<file path="src/rtl/add_sub_pipe_pkg.sv">
// Shared constants and operation encoding for the pipelined adder/subtractor.
package add_sub_pipe_pkg;

    localparam int unsigned DEF_WIDTH  = 16;
    localparam int unsigned DEF_STAGES = 4;

    typedef enum logic {
        ADD = 1'b0,
        SUB = 1'b1
    } op_e;

endpackage

</file>
<file path="src/rtl/add_sub_pipe_stage.sv">
// One pipeline slice: adds its WIDTH/STAGES bits with the carry from the previous
// slice and registers the beat; the last slice also produces the Ovf/Zero flags.
module add_sub_stage
    import add_sub_pipe_pkg::*;
#(
    parameter int unsigned WIDTH  = DEF_WIDTH,
    parameter int unsigned STAGES = DEF_STAGES,
    parameter int unsigned IDX    = 0
) (
    input  logic             clk,
    input  logic             rst_n,
    input  logic             valid_i,
    output logic             ready_o,
    input  logic [WIDTH-1:0] a_i,
    input  logic [WIDTH-1:0] b_i,
    input  logic [WIDTH-1:0] s_i,
    input  logic             c_i,
    output logic             valid_o,
    input  logic             ready_i,
    output logic [WIDTH-1:0] a_o,
    output logic [WIDTH-1:0] b_o,
    output logic [WIDTH-1:0] s_o,
    output logic             c_o,
    output logic             ovf_o,
    output logic             zero_o
);

    localparam int unsigned SL = WIDTH / STAGES;
    localparam int unsigned LO = IDX * SL;

    logic             valid_q;
    logic [WIDTH-1:0] a_q, b_q, s_q;
    logic             c_q;
    logic [SL:0]      slice_sum;
    logic [WIDTH-1:0] s_d;
    logic             load;

    always_comb begin
        slice_sum = {1'b0, a_i[LO +: SL]} + {1'b0, b_i[LO +: SL]} + {{SL{1'b0}}, c_i};
        s_d       = s_i;
        s_d[LO +: SL] = slice_sum[SL-1:0];
    end

    // Accept when empty or when the held beat leaves this cycle.
    assign ready_o = !valid_q || ready_i;
    assign load    = valid_i && ready_o;

    always_ff @(posedge clk or negedge rst_n) begin
        if (!rst_n) begin
            valid_q <= 1'b0;
            a_q     <= '0;
            b_q     <= '0;
            s_q     <= '0;
            c_q     <= 1'b0;
        end else begin
            if (ready_o) valid_q <= valid_i;
            if (load) begin
                a_q <= a_i;
                b_q <= b_i;
                s_q <= s_d;
                c_q <= slice_sum[SL];
            end
        end
    end

    assign valid_o = valid_q;
    assign a_o     = a_q;
    assign b_o     = b_q;
    assign s_o     = s_q;
    assign c_o     = c_q;

    if (IDX == STAGES - 1) begin : g_flags
        logic ovf_q, zero_q;
        logic ovf_d, zero_d;

        // Operands of equal sign producing a result of the other sign is exactly
        // the MSB carry-in/carry-out disagreement (b_i is already inverted for SUB).
        always_comb begin
            ovf_d  = (a_i[WIDTH-1] ~^ b_i[WIDTH-1]) & (s_d[WIDTH-1] ^ a_i[WIDTH-1]);
            zero_d = (s_d == '0);
        end

        always_ff @(posedge clk or negedge rst_n) begin
            if (!rst_n) begin
                ovf_q  <= 1'b0;
                zero_q <= 1'b0;
            end else if (load) begin
                ovf_q  <= ovf_d;
                zero_q <= zero_d;
            end
        end

        assign ovf_o  = ovf_q;
        assign zero_o = zero_q;
    end else begin : g_no_flags
        assign ovf_o  = 1'b0;
        assign zero_o = 1'b0;
    end

endmodule

</file>
<file path="src/rtl/add_sub_pipe.sv">
// Pipelined WIDTH-bit adder/subtractor with valid/ready handshake; one slice of
// the carry chain per stage, results emerge in acceptance order.
module add_sub_pipe
    import add_sub_pipe_pkg::*;
#(
    parameter int unsigned WIDTH  = DEF_WIDTH,
    parameter int unsigned STAGES = DEF_STAGES
) (
    input  logic             clk,
    input  logic             rst_n,
    input  logic             in_valid,
    output logic             in_ready,
    input  logic [WIDTH-1:0] A,
    input  logic [WIDTH-1:0] B,
    input  logic             Cin,
    input  logic             Sub,
    output logic             out_valid,
    input  logic             out_ready,
    output logic [WIDTH-1:0] S,
    output logic             Cout,
    output logic             Ovf,
    output logic             Zero
);

    logic             en_q;
    logic             v_p   [0:STAGES];
    logic             r_p   [0:STAGES];
    logic [WIDTH-1:0] a_p   [0:STAGES];
    logic [WIDTH-1:0] b_p   [0:STAGES];
    logic [WIDTH-1:0] s_p   [0:STAGES];
    logic             c_p   [0:STAGES];
    logic             ovf_p [0:STAGES-1];
    logic             zero_p[0:STAGES-1];
    logic             unused_tail;

    // Holds in_ready low until the first clock edge after reset release.
    always_ff @(posedge clk or negedge rst_n) begin
        if (!rst_n) en_q <= 1'b0;
        else        en_q <= 1'b1;
    end

    assign v_p[0]      = in_valid && en_q;
    assign in_ready    = en_q && r_p[0];
    assign a_p[0]      = A;
    assign b_p[0]      = (op_e'(Sub) == SUB) ? ~B : B;
    assign s_p[0]      = '0;
    assign c_p[0]      = (op_e'(Sub) == SUB) ? 1'b1 : Cin;
    assign r_p[STAGES] = out_ready;

    for (genvar k = 0; k < STAGES; k++) begin : g_stage
        add_sub_stage #(
            .WIDTH  (WIDTH),
            .STAGES (STAGES),
            .IDX    (k)
        ) u_stage (
            .clk     (clk),
            .rst_n   (rst_n),
            .valid_i (v_p[k]),
            .ready_o (r_p[k]),
            .a_i     (a_p[k]),
            .b_i     (b_p[k]),
            .s_i     (s_p[k]),
            .c_i     (c_p[k]),
            .valid_o (v_p[k+1]),
            .ready_i (r_p[k+1]),
            .a_o     (a_p[k+1]),
            .b_o     (b_p[k+1]),
            .s_o     (s_p[k+1]),
            .c_o     (c_p[k+1]),
            .ovf_o   (ovf_p[k]),
            .zero_o  (zero_p[k])
        );
    end

    assign out_valid = v_p[STAGES];
    assign S         = s_p[STAGES];
    assign Cout      = c_p[STAGES];
    assign Ovf       = ovf_p[STAGES-1];
    assign Zero      = zero_p[STAGES-1];

    always_comb begin
        unused_tail = ^{a_p[STAGES], b_p[STAGES]};
        for (int unsigned k = 0; k < STAGES - 1; k++) begin
            unused_tail = unused_tail ^ ovf_p[k] ^ zero_p[k];
        end
    end

endmodule

</file>
<file path="config.mk">
export PLATFORM = sky130hd
export DESIGN_NAME = add_sub_pipe
export DESIGN_NICKNAME = d
export VERILOG_FILES = /design/src/rtl/add_sub_pipe_pkg.sv /design/src/rtl/add_sub_pipe_stage.sv /design/src/rtl/add_sub_pipe.sv
export SDC_FILE = /design/constraint.sdc
export NUM_CORES = 1
export LEC_CHECK = 0
export BUFFER_PORTS_ARGS = -buffer_cell sky130_fd_sc_hd__buf_2
export CAP_MARGIN = 5
export CORE_ASPECT_RATIO = 1.1
export CORE_MARGIN = 5
export CORE_UTILIZATION = 45
export CTS_BUF_LIST = sky130_fd_sc_hd__clkbuf_8
export DETAILED_ROUTE_END_ITERATION = 8
export HOLD_SLACK_MARGIN = 0.12
export PLACE_DENSITY = 0.65
export SYNTH_ARGS = -nofsm -noshare
export SYNTH_HDL_FRONTEND = slang
export SYNTH_SLANG_ARGS = --single-unit
</file>
<file path="constraint.sdc">
create_clock -name clk -period 2 [get_ports clk]
set_clock_uncertainty 0.15 [all_clocks]
set_input_delay 0.1 -clock clk [delete_from_list [all_inputs] [get_ports clk]]
set_output_delay 0.1 -clock clk [all_outputs]
set_load 0.005 [all_outputs]
</file>
==> out/summary.txt, run 1 <==
Result of the run: finished with violations
Violated checks: negative setup slack
Leak: 2.48 nW
DRT Wirelength: 7850 microns
Element type at the critical path end: flip-flop
Post-route DRC violation count: 0
Overall track demand over capacity in global routing: 14.0%
Classification of the worst-slack hold path: primary input to flip-flop
H-tree levels: 3
Type of the worst setup path: flip-flop to flip-flop
Total power of the final layout: 6.21 mW
Post-route minimum period: 2.06 ns
Worst slew slack as a fraction of its limit: 60.4%
Routed length per placed instance: 14.4 microns
Most used cells in the layout excluding fill and tap cells: dfrtp_1 (99), mux2_2 (57), buf_2 (57)
Insertion delay to the later sink of the worst-skew pair: 0.37 ns
Final global-route overflow total: 0
Per-cell via count in the routed design: 4.91
Row count: 38
Post-synthesis instance area: 4450 sq um
Initial cell density of the core: 45.4%
Total clock sinks: 99
Synthesized instance count: 317
Part of the Yosys area used for sequential elements: 55.7%
Initial drt markers: 68
Critical path fanouts, max: 2
Fraction of layout cells with a size suffix above 1: 40.8%
Total of warnings raised by yosys: 0
Number of buffer cells added on primary ports: 58
Fmax: 486 MHz
Routability-driven placement congestion ratio: 0.756
Antenna Diode Count: 0
Number of nets at the end of the flow: 479
M2 GR Usage: 22.4%
Tightest Pin Transition: 0.592 ns
Unrepaired setup endpoints after global routing: true
Setup WS pre-CTS: -0.0846 ns
#FFs+latches synth: 99
Power per Cell Area: 1140 nW/um^2
Post-route worst setup slack: -0.0595 ns
Number of iterations in the first detailed-routing pass: 4
Worst ir drop on vdd: 0.390 mV
TritonCTS clock tree: done
Met1 capacity usage during global routing: 17.8%
Nature of the critical path startpoint: flip-flop
Total number of vias: 2683
Yosys top cell by area: dfrtp_1
Unique masters post-synth: 33
First-pass GRT wire length: 13300 microns
Fraction of post-synthesis cell area in the top cell type by area: 55.7%
Pin count of the biggest net entering global routing: 44
Vertical extent of the die: 114 microns
Final period util: 103%
Max-cap violations: 0
Clock buffer depth: 2
Post-synthesis area per instance: 14.0 sq um
Global-route track usage on met3: 3.78%
Final antenna-violating net count: 0
Synthesized net count: 375
Die outline area: 12000 sq um
Clock root cell: clkbuf_8
Cells taking the most area after synthesis: dfrtp_1 (56%), mux2_2 (15%), mux2_4 (3.7%)
DPL Wire Length: 5470 microns
Most common library cell in the layout ignoring fill and taps: dfrtp_1
Crit path arrival time: 2.19 ns
Worst Path Required: 2.13 ns
Busiest layer in global routing: met2
Clock slew at reported path FFs: 0.10 ns
TritonCTS Buffers: 9
Core Area: 9790 sq um
Number of ports placed on the die boundary: 59
Vias in the first global route: 2816
Initial antenna violation count: 0
Area Growth Syn to Fin: 22.8%
Horizontal die dimension: 105 microns
Count of final hold-check violations: 0
Total count of max-transition violations in the final report: 0
Final setup violation count: 1
[through the flow]
step	instance area, sq um	instances	setup TNS [ns]	util, %	hold slack, ns
finish	5470	546	-0.0595	55.8	0.200
global route	5470	546	-0.232	55.8	0.210
CTS	5420	545	-0.133	55.4	0.181
detailed placement	4900	494	-0.0846	50.0	-0.0407
global placement	4900	494	-0.0382	50.0	-0.0425
floorplan	4460	317	0	-	-0.346
[state kept, by name (all words and copies together), names as in the netlist]
name and cells:
g_stage.u_stage.c_o 4, g_stage.u_stage.zero_o 1, g_stage.u_stage.b_o 24, g_stage.u_stage.ovf_o 1, g_stage.u_stage.a_o 24, en_q 1, g_stage.u_stage.s_o 40, g_stage.u_stage.valid_o 4
[metal layers]
layer	wire, microns	vias to the layer above
met2	3830	50
met3	348	15
met5	0	-
met4	193	0
li1	-	1312
met1	3480	1306
[synth_stat cells (all sizes together)]
cell type	number
dfrtp	99
mux2	69
a21oi	23
nand2	17
xnor2	17
nor2	15
ha	12
buf	11
o21ai	9
a21o	8
fa	8
xor2	8
inv	5
nor4	3
and2	2
nand2b	2
o31ai	2
and4b	1
conb	1
nand4	1
nand4b	1
o21a	1
o21bai	1
or2	1
[cells by family (layout without fill, tap and decap cells)]
group / count (synthesis) / count (layout) / share of synthesized area, %
compound gates: 44 / 44 / 6.64
xor+xnor: 25 / 25 / 4.92
fa+ha+maj: 20 / 20 / 6.97
buf+inv: 16 / 125 / 2.70
flops: 99 / 99 / 55.7
mux: 69 / 69 / 18.4
other cells: 1 / 1 / 0.0843
simple gates: 43 / 43 / 4.64
[what timing repair did]
action,4_1_cts,5_1_grt
hold buffers,35,0
resized for setup,1,8
pin swaps,1,8
hold endpoints to repair,132,0
buffers inserted,0,1
setup endpoints to repair,3,4
[report_power, final]
group          switching [mW]  total, mW  internal [mW]
registers               0.408       3.05           2.64
clock network           0.665       1.14          0.475
logic                   0.845       2.01           1.17
total                    1.92       6.21           4.29
[area by class of cell]
class	count	area, sq um
clock buffer	10	138
clock inverter	6	33.8
fill	837	4330
inverter	5	18.8
multi-input combinational	202	1900
sequential	99	2480
tap	120	150
timing repair buffer	104	751
[worst paths after layout]
check | from | endpoint | slack, ns | cells after the start
setup / recovery | g_stage[2].u_stage.c_o | g_stage[3].u_stage.zero_o | -0.06 | 5
hold / removal | Sub | g_stage[0].u_stage.b_o[15] | 0.20 | 4
setup reg to reg | g_stage[2].u_stage.c_o | g_stage[3].u_stage.zero_o | -0.06 | 5
hold reg to reg | g_stage[3].u_stage.ovf_o | g_stage[3].u_stage.ovf_o | 0.33 | 2
max in group asynchronous | rst_n | g_stage[1].u_stage.s_o[5] | 0.42 | 4
min in group asynchronous | rst_n | g_stage[0].u_stage.b_o[15] | 0.63 | 3
[worst max-delay path, stage by stage (launching register included)]
cell	delay, ns
dfrtp_1	0.41
fa_2	0.42
fa_2	0.48
nor4_2	0.14
nand4_1	0.12
o31ai_1	0.26
Power figures use the tool's default switching activity.
==> run 2: changes to the inputs <==
--- a/config.mk
+++ b/config.mk
@@ -13,7 +13,7 @@
 export CTS_BUF_LIST = sky130_fd_sc_hd__clkbuf_8
 export DETAILED_ROUTE_END_ITERATION = 8
 export HOLD_SLACK_MARGIN = 0.12
-export PLACE_DENSITY = 0.65
+export PLACE_DENSITY_LB_ADDON = 0.08
 export SYNTH_ARGS = -nofsm -noshare
 export SYNTH_HDL_FRONTEND = slang
 export SYNTH_SLANG_ARGS = --single-unit
==> run 2 against run 1 <==
The run still ends with negative setup slack left. Utilization grew 0.41 points. Final cell count rose by 0.37%. Clock power up 23%. Count of clock-buffer cells in the layout shrank 1. Global-route usage up 0.52 points. Register-to-register slack about the same. Critical path depth unchanged. Non-clock buffer count rose by 2. Die area unchanged. Hold slack improved by 0.018 ns. Combinational power decreased by 6%. Cell area grew 0.73%. Critical endpoint unchanged.
==> out/summary.txt, run 2 (same netlist as run 1, synthesis figures left out) <==
Tightest Pin Transition: 0.569 ns (was 0.592 ns)
Area Growth Syn to Fin: 23.7% (was 22.8%)
Crit path arrival time: 2.19 ns (about the same)
Number of buffer cells added on primary ports: 58 (unchanged)
Clock slew at reported path FFs: 0.09 ns (was 0.10 ns)
Number of ports placed on the die boundary: 59 (unchanged)
Antenna Diode Count: 0 (unchanged)
Overall track demand over capacity in global routing: 14.5% (was 14.0%)
Violated checks: negative setup slack (unchanged)
Number of flip-flops under the largest register name: 40 (unchanged)
Initial antenna violation count: 0 (unchanged)
Total clock sinks: 99 (unchanged)
Fraction of layout cells with a size suffix above 1: 41.4% (was 40.8%)
Classification of the worst-slack hold path: primary input to flip-flop (unchanged)
Most used cells in the layout excluding fill and tap cells: dfrtp_1 (99), mux2_2 (58), buf_2 (57) (was dfrtp_1 (99), mux2_2 (57), buf_2 (57))
Count of final hold-check violations: 0 (unchanged)
DRT Wirelength: 7930 microns (was 7850 microns)
Sum Neg Setup Slack: -0.0645 ns (was -0.0595 ns)
Die outline area: 12000 sq um (unchanged)
Instance area after placement: 4920 sq um (was 4900 sq um)
Post-route DRC violation count: 0 (unchanged)
Number of nets at the end of the flow: 481 (was 479)
Nature of the critical path startpoint: flip-flop (unchanged)
Horizontal die dimension: 105 microns (unchanged)
CP Cell Sequence: fa_2 > fa_1 > nor4_1 > nand4_1 > o31ai_2 (was fa_2 > fa_2 > nor4_2 > nand4_1 > o31ai_1)
Result of the run: finished with violations (unchanged)
Slowest CP cell: fa_1 (was fa_2)
Row count: 38 (unchanged)
Vias in the first global route: 2811 (was 2816)
Total number of vias: 2630 (was 2683)
Fmax: 484 MHz (was 486 MHz)
Worst ir drop on vdd: 0.479 mV (was 0.390 mV)
Vertical extent of the die: 114 microns (unchanged)
Post-route worst setup slack: -0.0645 ns (was -0.0595 ns)
Fill count: 830 (was 837)
Number of iterations in the first detailed-routing pass: 5 (was 4)
Initial cell density of the core: 45.4% (unchanged)
H-tree levels: 3 (unchanged)
Total count of max-transition violations in the final report: 0 (unchanged)
TritonCTS Buffers: 9 (unchanged)
Top Family by Delay on Critical Path: adder cells (unchanged)
Routed length per placed instance: 14.5 microns (was 14.4 microns)
Routability-driven placement congestion ratio: 0.742 (was 0.756)
DPL Wire Length: 5640 microns (was 5470 microns)
Type of the worst setup path: flip-flop to flip-flop (unchanged)
Per-cell via count in the routed design: 4.80 (was 4.91)
Initial drt markers: 46 (was 68)
Worst hold slack after final layout: 0.218 ns (was 0.200 ns)
Number of post-CTS setup repair buffers: 0 (unchanged)
Core Area: 9790 sq um (unchanged)
Worst slew slack as a fraction of its limit: 61.9% (was 60.4%)
Leak: 2.50 nW (was 2.48 nW)
Most common library cell in the layout ignoring fill and taps: dfrtp_1 (unchanged)
Pin count of the biggest net entering global routing: 38 (was 44)
Critical path fanouts, max: 2 (unchanged)
Final setup violation count: 1 (unchanged)
Final period util: 103% (about the same)
Crit path largest cell delay: 0.47 ns (was 0.48 ns)
Clock root cell: clkbuf_8 (unchanged)
Final antenna-violating net count: 0 (unchanged)
Worst Path Required: 2.13 ns (about the same)
Insertion delay to the later sink of the worst-skew pair: 0.36 ns (was 0.37 ns)
Element type at the critical path end: flip-flop (unchanged)
Area of all placed cells without fillers: 5510 sq um (was 5470 sq um)
Power per Cell Area: 1150 nW/um^2 (was 1140 nW/um^2)
Post-route minimum period: 2.06 ns (about the same)
Clock buffer depth: 2 (unchanged)
First-pass GRT wire length: 13800 microns (was 13300 microns)
Crit path buf inv count: 0 (unchanged)
Unrepaired setup endpoints after global routing: true (unchanged)
Final global-route overflow total: 0 (unchanged)
TritonCTS clock tree: done (unchanged)
Max-cap violations: 0 (unchanged)
==> run 2: through the flow <==
step | util, % | power [mW] | setup slack (ns) | cells
6_report | 56.2 | 6.34 | -0.0645 | 548
2_1_floorplan | - | 4.26 | 0.000196 | 317
5_1_grt | 56.2 | 6.80 | -0.124 | 548
4_1_cts | 56.0 | 6.40 | -0.140 | 548
3_5_place_dp | 50.2 | 4.93 | -0.136 | 497
3_3_place_gp | 50.2 | 4.86 | -0.0398 | 497
==> run 2: power breakdown <==
group,internal [mW],switching [mW]
sequential,2.64,0.410
combinational,1.09,0.796
clock,0.702,0.696
==> run 2: worst paths after layout <==
kind                                            startpoint                        end  slack (ns)  cells after the start
worst max-delay path            g_stage[2].u_stage.a_o[12]  g_stage[3].u_stage.zero_o       -0.06                      5
worst min-delay path                                   Sub  g_stage[0].u_stage.b_o[6]        0.22                      4
worst max register to register  g_stage[2].u_stage.a_o[12]  g_stage[3].u_stage.zero_o       -0.06                      5
worst min register to register    g_stage[3].u_stage.ovf_o   g_stage[3].u_stage.ovf_o        0.33                      2
max in group asynchronous                            rst_n  g_stage[3].u_stage.s_o[0]        0.49                      4
min in group asynchronous                            rst_n   g_stage[3].u_stage.ovf_o        0.63                      3
==> run 2: final cells by class <==
class	count	area (sq um)	area share (%)
clock buffers	9	124	2.25
clock inverters	7	92.6	1.68
inverters	5	18.8	0.341
multi-input cells	202	1880	34.1
flip-flops and latches	99	2480	45.0
well taps	120	150	2.73
repair buffers	106	766	13.9
==> run 2: worst reg2reg max path, delay by kind of cell, from the launching register on <==
family | cells | cell delay [ns]
AOI/OAI and AO/OA | 1 | 0.21
adders and majority gates | 2 | 0.88
DFF | 1 | 0.41
and+or+nand+nor | 2 | 0.32
==> run 2: timing repair <==
item | in CTS | in global routing
endpoints found under the setup margin | 1 | 4
pin swaps | 1 | 1
endpoints found under the hold margin | 132 | 0
hold buffers | 35 | 0
gates resized for setup | 1 | 5
==> run 2: per-layer routing <==
layer,up-vias,part of all wire (%),global-route usage (%),routed length (microns)
met5,-,0,0,0
met4,0,2.1,6.65,167
met3,12,3.7,2.43,290
met2,43,47,22.3,3710
met1,1268,47,20.3,3760
li1,1307,-,-,-
==> run 3: changes to the inputs <==
--- a/config.mk
+++ b/config.mk
@@ -7,7 +7,6 @@
 export LEC_CHECK = 0
 export BUFFER_PORTS_ARGS = -buffer_cell sky130_fd_sc_hd__buf_2
 export CAP_MARGIN = 5
-export CORE_ASPECT_RATIO = 1.1
 export CORE_MARGIN = 5
 export CORE_UTILIZATION = 45
 export CTS_BUF_LIST = sky130_fd_sc_hd__clkbuf_8
==> constraint.sdc (replaced) <==
create_clock -name clk -period 2 [get_ports clk]
set_clock_uncertainty 0.15 [all_clocks]
set_input_delay 0.3 -clock clk [delete_from_list [all_inputs] [get_ports clk]]
set_output_delay 0.3 -clock clk [all_outputs]
set_load 0.005 [all_outputs]
==> run 3 against run 2 <==
The flow now finishes without violations. First-iteration DRC count rose by 17%. Cell area down 0.84%. Critical path depth is the same. Count of clock-buffer cells in the layout unchanged. Fmax up 5.6%. Sequential cell count stayed put. Sequential power barely moved. Total power down 2.1%. Worst setup slack improved by 0.11 ns. Wire length down 4.2%. Register-to-register slack better by 0.11 ns. Critical path type unchanged. Critical endpoint unchanged.
==> out/summary.txt, run 3 (same netlist as run 1, synthesis figures left out) <==
Area Growth Syn to Fin: 22.7% (was 23.7%)
Net switching component of the power: 1.95 mW (was 1.90 mW)
Core Area: 9730 sq um (was 9790 sq um)
Type of the worst setup path: flip-flop to flip-flop (unchanged)
Fill count: 879 (was 830)
Final period util: 97.7% (was 103%)
Number of buffer cells added on primary ports: 58 (unchanged)
TritonCTS clock tree: done (unchanged)
Vias in the first global route: 2714 (was 2811)
Nature of the critical path startpoint: flip-flop (unchanged)
Element type at the critical path end: flip-flop (unchanged)
Crit path arrival time: 2.07 ns (was 2.19 ns)
Worst setup path startpoint: g_stage[2].u_stage.a_o[12] (unchanged)
DRT Wirelength: 7600 microns (was 7930 microns)
Post-route minimum period: 1.95 ns (was 2.06 ns)
Clock share of power: 19.8% (was 22.1%)
Overall track demand over capacity in global routing: 14.0% (was 14.5%)
Area used by multi-input combinational logic: 1890 sq um (was 1880 sq um)
Classification of the worst-slack hold path: primary input to flip-flop (unchanged)
Post-route DRC violation count: 0 (unchanged)
Setup WS pre-CTS: -0.126 ns (was -0.136 ns)
Switching power share of the total: 31.4% (was 30.0%)
Fmax: 512 MHz (was 484 MHz)
Worst Path Required: 2.12 ns (was 2.13 ns)
Clock slew at reported path FFs: 0.10 ns (was 0.09 ns)
Horizontal die dimension: 109 microns (was 105 microns)
Antenna Diode Count: 0 (unchanged)
Instance area after placement: 4970 sq um (was 4920 sq um)
R2R Setup Slk: 0.05 ns (was -0.06 ns)
Crit path buf inv count: 0 (unchanged)
H-tree levels: 3 (unchanged)
Die outline area: 12000 sq um (about the same)
Worst hold slack after final layout: 0.161 ns (was 0.218 ns)
Initial drt markers: 54 (was 46)
Number of iterations in the first detailed-routing pass: 3 (was 5)
Pin count of the biggest net entering global routing: 40 (was 38)
CP Cell Sequence: fa_2 > fa_2 > nor4_2 > nand4_1 > o31ai_1 (was fa_2 > fa_1 > nor4_1 > nand4_1 > o31ai_2)
Crit path largest cell delay: 0.44 ns (was 0.47 ns)
Result of the run: completed (was finished with violations)
Initial cell density of the core: 45.7% (was 45.4%)
Post-route worst setup slack: 0.0453 ns (was -0.0645 ns)
Count of final hold-check violations: 0 (unchanged)
Slowest CP cell: fa_2 (was fa_1)
Most used cells in the layout excluding fill and tap cells: dfrtp_1 (99), mux2_2 (58), buf_2 (57) (unchanged)
Insertion delay to the later sink of the worst-skew pair: 0.36 ns (about the same)
Final instance count without filler cells: 553 (was 548)
Number of nets at the end of the flow: 473 (was 481)
Crit Reg-Reg Startpoint: g_stage[2].u_stage.a_o[12] (unchanged)
Hold path start: out_ready (was Sub)
Final antenna-violating net count: 0 (unchanged)
Number of ports placed on the die boundary: 59 (unchanged)
TritonCTS Buffers: 9 (unchanged)
Routability-driven placement congestion ratio: 0.760 (was 0.742)
Row count: 36 (was 38)
Post-Place Cells: 509 (was 497)
Routed length per placed instance: 13.7 microns (was 14.5 microns)
Crit-path most repeated cell: fa_2
Sum Neg Setup Slack: 0 ns (was -0.0645 ns)
DPL Wire Length: 5550 microns (was 5640 microns)
Total clock sinks: 99 (unchanged)
Power Internal: 4.25 mW (was 4.44 mW)
Total number of vias: 2623 (was 2630)
Combinational power share: 31.0% (was 29.8%)
Initial antenna violation count: 0 (unchanged)
Combined flip-flop and latch cell area: 2480 sq um (unchanged)
Top Family by Delay on Critical Path: adder cells (unchanged)
Final setup violation count: 0 (was 1)
Fraction of layout cells with a size suffix above 1: 42.4% (was 41.4%)
Clock root cell: clkbuf_8 (unchanged)
Vertical extent of the die: 109 microns (was 114 microns)
Total power of the final layout: 6.20 mW (was 6.34 mW)
Clock buffer depth: 2 (unchanged)
Number of flip-flops under the largest register name: 40 (unchanged)
Leak: 2.46 nW (was 2.50 nW)
Total count of max-transition violations in the final report: 0 (unchanged)
Unrepaired setup endpoints after global routing: true (unchanged)
Per-cell via count in the routed design: 4.74 (was 4.80)
First-pass GRT wire length: 13100 microns (was 13800 microns)
Most common library cell in the layout ignoring fill and taps: dfrtp_1 (unchanged)
Power per Cell Area: 1140 nW/um^2 (was 1150 nW/um^2)
Area of all placed cells without fillers: 5460 sq um (was 5510 sq um)
Worst ir drop on vdd: 0.419 mV (was 0.479 mV)
Proportion of power drawn by flip-flops and latches: 49.2% (was 48.2%)
Util after Layout: 56.1% (was 56.2%)
Critical path fanouts, max: 2 (unchanged)
Final global-route overflow total: 0 (unchanged)
Max-cap violations: 0 (unchanged)
run 3: changes by cell type in the layout (fill, tap and decap cells not counted), sizes merged:
| cell | change |
|---|---|
| inv | +4 |
| clkinv | -3 |
| bufinv | -2 |
| clkinvlp | +1 |
| dlygate4sd3 | -8 |
run 3: path summary, 6_finish.rpt:
path                                               to  cells after the start
hold / removal             g_stage[3].u_stage.valid_o                      3
hold reg to reg                g_stage[3].u_stage.c_o                      2
max in group asynchronous  g_stage[0].u_stage.valid_o                      3
setup reg to reg            g_stage[3].u_stage.zero_o                      5
setup / recovery            g_stage[3].u_stage.zero_o                      5
min in group asynchronous  g_stage[3].u_stage.s_o[15]                      2
run 3: power by group through the flow:
stage	registers (mW)	clock network, mW	logic (mW)
after floorplan	2.99	0	1.28
after global placement	3.08	0	1.82
after detailed placement	3.10	0	1.86
after CTS	3.06	1.28	1.91
after global routing	3.14	1.38	2.16
final	3.05	1.23	1.92
run 3: layout make-up:
class	instances	share of cell area (%)
clock inverter	7	1.19
tap	133	3.05
multi-input combinational	202	34.5
clock buffer	9	2.27
sequential	99	45.4
inverter	5	0.344
timing repair buffer	98	13.2
run 3: metal layers:
metal | track usage [%] | up-vias | wire length [microns]
li1 | - | 1291 | -
met1 | 19.6 | 1274 | 3680
met2 | 21.3 | 44 | 3480
met3 | 2.58 | 14 | 284
met4 | 6.06 | 0 | 153
met5 | 0 | - | 0
run 3: tightest hold or removal path, stage by stage:
cell	delay (ns)
buf_2	0.09
nand2b_2	0.18
nand2_1	0.07
run 3: repair_timing:
item,in CTS,in global routing
buffers inserted,0,1
endpoints found under the setup margin,2,5
hold buffers,27,0
resized for setup,1,5
endpoints found under the hold margin,107,0
